==> src/rtl/bwt_pkg.sv <==
// ---------------------------------------------------------------------------
// bwt_pkg
// Shared definitions for the BWT core and its downstream run-length reader.
//   CHAR_W      : width of one character
//   ADDR_W      : width of the core address / length bus
//   MAX_LEN     : largest string the core can hold
//   rle_state_t : sequencing states of the run-length reader
// ---------------------------------------------------------------------------
package bwt_pkg;

    localparam int CHAR_W  = 8;
    localparam int ADDR_W  = 10;
    localparam int MAX_LEN = 1023;

    typedef enum logic [2:0] {
        IDLE      = 3'd0,
        RUN       = 3'd1,
        FLUSH     = 3'd2,
        WAIT_LAST = 3'd3,
        DONE      = 3'd4
    } rle_state_t;

endpackage : bwt_pkg

==> src/rtl/bwt_rle_reader.sv <==
// ---------------------------------------------------------------------------
// bwt_rle_reader
// Reads the transformed string out of the BWT core once it signals
// completion and run-length encodes it into (symbol, count) pairs.
//
// The core presents its output in descending address order, so the reader
// sweeps adr from length-1 down to 0, consuming one character per cycle
// whenever the single-entry output slot can accept a new pair.
//
// Ports
//   clk        : clock, rising edge
//   rst_n      : asynchronous active-low reset
//   done_flag  : core finished (level); its rising edge starts a sweep
//   length     : number of characters held in the core
//   adr        : read address driven to the core
//   bwt_char   : core character at adr, valid in the same cycle
//   out_sym    : run symbol
//   out_cnt    : run length, 1..MAX_RUN
//   out_valid  : pair available
//   out_ready  : downstream accepts the pair
//   out_last   : marks the final pair of the string
//   busy       : high from trigger until the sweep is complete
//   done       : one-cycle pulse when sweep and flush are complete
// ---------------------------------------------------------------------------
module bwt_rle_reader #(
    parameter int CHAR_W  = 8,
    parameter int ADDR_W  = 10,
    parameter int CNT_W   = 8,
    parameter int MAX_RUN = 255
) (
    input  logic              clk,
    input  logic              rst_n,
    input  logic              done_flag,
    input  logic [ADDR_W-1:0] length,
    output logic [ADDR_W-1:0] adr,
    input  logic [CHAR_W-1:0] bwt_char,
    output logic [CHAR_W-1:0] out_sym,
    output logic [CNT_W-1:0]  out_cnt,
    output logic              out_valid,
    input  logic              out_ready,
    output logic              out_last,
    output logic              busy,
    output logic              done
);

    import bwt_pkg::rle_state_t;
    import bwt_pkg::IDLE;
    import bwt_pkg::RUN;
    import bwt_pkg::FLUSH;
    import bwt_pkg::WAIT_LAST;
    import bwt_pkg::DONE;

    localparam logic [CNT_W-1:0]  MAX_RUN_C = CNT_W'(MAX_RUN);
    localparam logic [CNT_W-1:0]  CNT_ONE   = CNT_W'(1);
    localparam logic [ADDR_W-1:0] ADR_ONE   = ADDR_W'(1);

    rle_state_t        state;
    logic              flag_q;      // done_flag from the previous cycle
    logic [ADDR_W-1:0] remaining;   // characters still to consume; latched length at trigger
    logic [CHAR_W-1:0] run_sym;
    logic [CNT_W-1:0]  run_cnt;     // 0 means no open run

    logic trigger;
    logic slot_free;
    logic handshake;

    // A character extends the open run only while the count can still grow;
    // a run that has reached MAX_RUN is closed even if the symbol repeats.
    function automatic logic extends_run(
        input logic [CHAR_W-1:0] c,
        input logic [CHAR_W-1:0] sym,
        input logic [CNT_W-1:0]  cnt
    );
        return (c == sym) && (cnt < MAX_RUN_C);
    endfunction

    assign trigger   = done_flag && !flag_q;
    assign handshake = out_valid && out_ready;
    assign slot_free = !out_valid || out_ready;

    always_ff @(posedge clk or negedge rst_n) begin
        if (!rst_n) begin
            state     <= IDLE;
            flag_q    <= 1'b0;
            remaining <= '0;
            adr       <= '0;
            run_sym   <= '0;
            run_cnt   <= '0;
            out_sym   <= '0;
            out_cnt   <= '0;
            out_valid <= 1'b0;
            out_last  <= 1'b0;
            busy      <= 1'b0;
            done      <= 1'b0;
        end else begin
            flag_q <= done_flag;
            done   <= 1'b0;

            // Accepted pair leaves the slot; a reload below in the same
            // cycle overrides this so no pair is lost or duplicated.
            if (handshake) begin
                out_valid <= 1'b0;
                out_last  <= 1'b0;
            end

            case (state)
                IDLE: begin
                    if (trigger) begin
                        remaining <= length;
                        run_cnt   <= '0;
                        busy      <= 1'b1;
                        if (length == '0) begin
                            adr   <= '0;
                            state <= DONE;
                        end else begin
                            adr   <= length - ADR_ONE;
                            state <= RUN;
                        end
                    end
                end

                RUN: begin
                    // Stalling holds adr, remaining and the open run intact.
                    if (slot_free) begin
                        if (run_cnt == '0) begin
                            run_sym <= bwt_char;
                            run_cnt <= CNT_ONE;
                        end else if (extends_run(bwt_char, run_sym, run_cnt)) begin
                            run_cnt <= run_cnt + CNT_ONE;
                        end else begin
                            out_sym   <= run_sym;
                            out_cnt   <= run_cnt;
                            out_last  <= 1'b0;
                            out_valid <= 1'b1;
                            run_sym   <= bwt_char;
                            run_cnt   <= CNT_ONE;
                        end

                        remaining <= remaining - ADR_ONE;
                        // Address 0 is the final character; hold there rather
                        // than wrapping to the top of the address space.
                        if (remaining > ADR_ONE) begin
                            adr <= adr - ADR_ONE;
                        end else begin
                            state <= FLUSH;
                        end
                    end
                end

                FLUSH: begin
                    if (slot_free) begin
                        out_sym   <= run_sym;
                        out_cnt   <= run_cnt;
                        out_last  <= 1'b1;
                        out_valid <= 1'b1;
                        run_cnt   <= '0;
                        state     <= WAIT_LAST;
                    end
                end

                WAIT_LAST: begin
                    if (handshake) begin
                        state <= DONE;
                    end
                end

                DONE: begin
                    done  <= 1'b1;
                    busy  <= 1'b0;
                    adr   <= '0;
                    state <= IDLE;
                end

                default: begin
                    state <= IDLE;
                end
            endcase
        end
    end

endmodule : bwt_rle_reader

==> config.mk <==
export PLATFORM = sky130hd
export DESIGN_NAME = bwt_rle_reader
export DESIGN_NICKNAME = d
export VERILOG_FILES = /design/src/rtl/bwt_pkg.sv /design/src/rtl/bwt_rle_reader.sv
export SDC_FILE = /design/constraint.sdc
export NUM_CORES = 1
export LEC_CHECK = 0
export ABC_AREA = 1
export CORE_MARGIN = 5
export CORE_UTILIZATION = 33
export DETAILED_ROUTE_END_ITERATION = 7
export GPL_ROUTABILITY_DRIVEN = 1
export GPL_TIMING_DRIVEN = 1
export PLACE_DENSITY = 0.62
export REMOVE_ABC_BUFFERS = 1
export SKIP_CTS_REPAIR_TIMING = 1
export SYNTH_ARGS = -nofsm -noshare
export SYNTH_HDL_FRONTEND = slang
export SYNTH_SLANG_ARGS = --single-unit
export TNS_END_PERCENT = 20
==> constraint.sdc <==
create_clock -name clk -period 2.3 [get_ports clk]
set_input_delay 0.46 -clock clk [delete_from_list [all_inputs] [get_ports clk]]
set_output_delay 0.46 -clock clk [all_outputs]
set_load 0.01 [all_outputs]
==> results.md <==
- Tcrit/Tclk final: 86.1%
- Initial antenna violation count: 0
- Most frequent cell after synthesis: nand2_1
- Pin count of the biggest net entering global routing: 27
- Synth Area in XOR/XNOR: 3.39%
- Most frequent CP cell: nand2_1
- Post-synth top area share: 41.6%
- Htree depth: 3
- First-pass GRT wire length: between 15 and 20 mm
- Pins Over Slew Limit: 0
- Die Span Y: 115 um
- Worst path cell trace: clkdlybuf4s50_1 > inv_1 > ha_1 > nand2_1 > nor2_1 > nand2_1 > nor2_1 > nor2_1 > nand3_1 > nand2_1 > nand2_1 > nand2_1
- Post-synthesis sequential area ratio: approximately two fifths
- Worst Setup End Kind: flip-flop
- Prevailing post-synth register cell: dfrtp_1
- Worst Path Arrival: 2.26 ns
- Clock sinks: 60
- Synth-to-Final Area Change: 25.4%
- Placed Instances: 688
- Post-Synth Simple-Gate Area: 31.6%
- FF-to-FF Start: remaining[0]
- Vias/cell: around 4.7
- Commonest cells in the netlist: 139 x nand2_1, 68 x inv_1, 60 x dfrtp_1, 46 x nand3_1, 36 x o21ai_0
- RSZ-0062 raised after global routing: no
- Clock root cell: clkbuf_8
- YS warnings: 0
- I/O pin total: 52
- Type of the worst setup path: input port to flip-flop
- Worst hold margin: roughly 0.12 ns
- Largest family of logic cells by synthesized area: simple AND/OR/NAND/NOR gates
- Util after Layout: about two fifths
- Overflow after GRT: 0
- Clk slew on worst S/H paths: 0.08 ns
- Worst path max stage delay: between 0.4 and 0.5 ns
- Post-synth EDFFs: 0
- Global placement routability congestion: between 0.8 and 0.9
- Die Area: 13,100 sq um
- Final Hold Vio Count: 0
- Worst Max-Slew Pin Slew: 0.624 ns
- FP Rows: 38
- Vias in the first global route: approximately 3,400
- Placed inst area: about 4300 sq um
- CTS buffer count: 9
- PnR Total Power: slightly below 6 mW
- Clock Skew: ~0.013 ns
- Relative slew slack: approximately three fifths
- Fraction of layout cells with a size suffix above 1: roughly an eighth
- Total GRT Usage: 14.2%
- Static leakage power: 2.28 nW
- DRT iter0 DRCs: ~160
- Critical Path RT: 2.58 ns
- Max-cap check violation count: 0
- Mux cell area share after synthesis: 0%
- Critical path startpoint: length[0]
- Synth area leader: dfrtp_1
- Outcome: finished, final reports clean
- Tightest Hold Check Type: input port to asynchronous set/reset pin
- DP Wirelength: between 6 and 7 mm
- DR vias: about 3,300
- Synth Area in Adders: 2.08%
- DR pass1 iterations: 4
- Worst-Skew Late Latency: approximately 0.34 ns
- Top post-synthesis cells by area: dfrtp_1 42%, nand2_1 14%, inv_1 7.1%
- Nets: approximately 600
- Synthesized area: 3610 sq um
- Fmax: 0.505 GHz
- Final setup fails: 0
- Final min period: a little under 2 ns
- IO buf count: 51
- Final Cell Area: around 4500 sq um
- CTS max path bufs: 2
- Largest delay share family, worst path: simple AND/OR/NAND/NOR gates
- Flop and latch count out of synthesis: 60
- Syn Inst Count: 493
- Worst reg2reg setup slack: 0.37 ns
- Worst vdd rail ir drop: around 0.00071 V
- Library cells used by synthesis: 33
- CORE AREA: approximately 11,000 sq um
- Initial Util: approximately a third
- FFs w/ async S/R, synth: 100%
- Die X: around 110 um
- Pwr/cell area: around 1300 nW/um^2
- DRT antenna net count: 0
- Avg Cell Area, Syn: 7.33 sq um
- Crit-path max FO: 7
- CP bufs+invs: 2
- Wire per inst: 12.5 um
- Final WL: 8.79 mm
- DRC violations left: 0
- Fill cells: around 1,100
- Crit-path slowest cell: clkdlybuf4s50_1
- CP Launch Type: input port
- CTS tree: yes
- Ant diodes: 0
- Complex-gate fraction of the synthesized area: roughly 11%
- Non-filler cells, final: around 700
-- per-layer routing --
metal,track usage [%],routed length (um),vias up
met4,4.20,63,0
li1,-,-,1706
met3,3.59,553,6
met2,23.3,4120,87
met5,0,0,-
met1,18.4,4050,1524
-- path summary, 6_finish.rpt --
kind,cells after the start,end
worst max-delay path,12,adr[7]
worst min-delay path,1,out_sym[3]
worst max register to register,11,adr[1]
worst min register to register,2,out_cnt[1]
max in group asynchronous,2,flag_q
min in group clk,2,out_cnt[1]
-- flip-flops by register name, summed over array words and instances (netlist names) --
| signal | flops |
|---|---|
| adr | 10 |
| remaining | 10 |
| out_cnt | 8 |
| out_sym | 8 |
| run_cnt | 8 |
| run_sym | 8 |
| state | 3 |
| busy | 1 |
| done | 1 |
| flag_q | 1 |
| out_last | 1 |
| out_valid | 1 |
-- cell families (layout without fill, tap and decap cells) --
kind of cell,Yosys count,in the layout
XOR/XNOR,14,14
buffers and inverters,86,157
flip-flops,60,60
adder cells (fa/ha/maj),6,6
AO/OA/AOI/OAI,72,72
AND/OR/NAND/NOR,255,255
-- report_power, final --
part	internal (mW)	switching, mW	total [mW]
combinational	1.25	1.94	3.19
clock	0.506	0.478	0.984
sequential	1.44	0.302	1.75
total	3.20	2.72	5.92
-- stage by stage --
step	setup slack (ns)	setup TNS (ns)
2_1_floorplan	0.226	0
3_3_place_gp	0.0281	0
3_5_place_dp	-0.0247	-0.0910
4_1_cts	0.333	0
5_1_grt	0.135	0
6_report	0.320	0
-- final cells by class --
class / count / area, sq um / share of cell area (%)
Multi-Input combinational cell: 347 / 1740 / 38.5
Tap cell: 140 / 175 / 3.87
Inverter: 75 / 282 / 6.21
Clock inverter: 7 / 75.1 / 1.66
Sequential cell: 60 / 1500 / 33.1
Clock buffer: 9 / 124 / 2.73
Timing Repair Buffer: 66 / 631 / 13.9
-- layout by cell type (no fill, tap or decap), drive strengths merged, types with 5 or more instances in the layout --
cell,synthesis,routed
ha,6,6
a21oi,9,9
clkinv,0,5
o21ai,53,53
inv,75,76
nand2,149,149
dfrtp,60,60
nand3,48,48
xor2,13,13
buf,10,16
clkbuf,1,9
nand4,11,11
nor3,7,7
nor2,37,37
clkdlybuf4s50,0,50
Power figures use the tool's default switching activity.
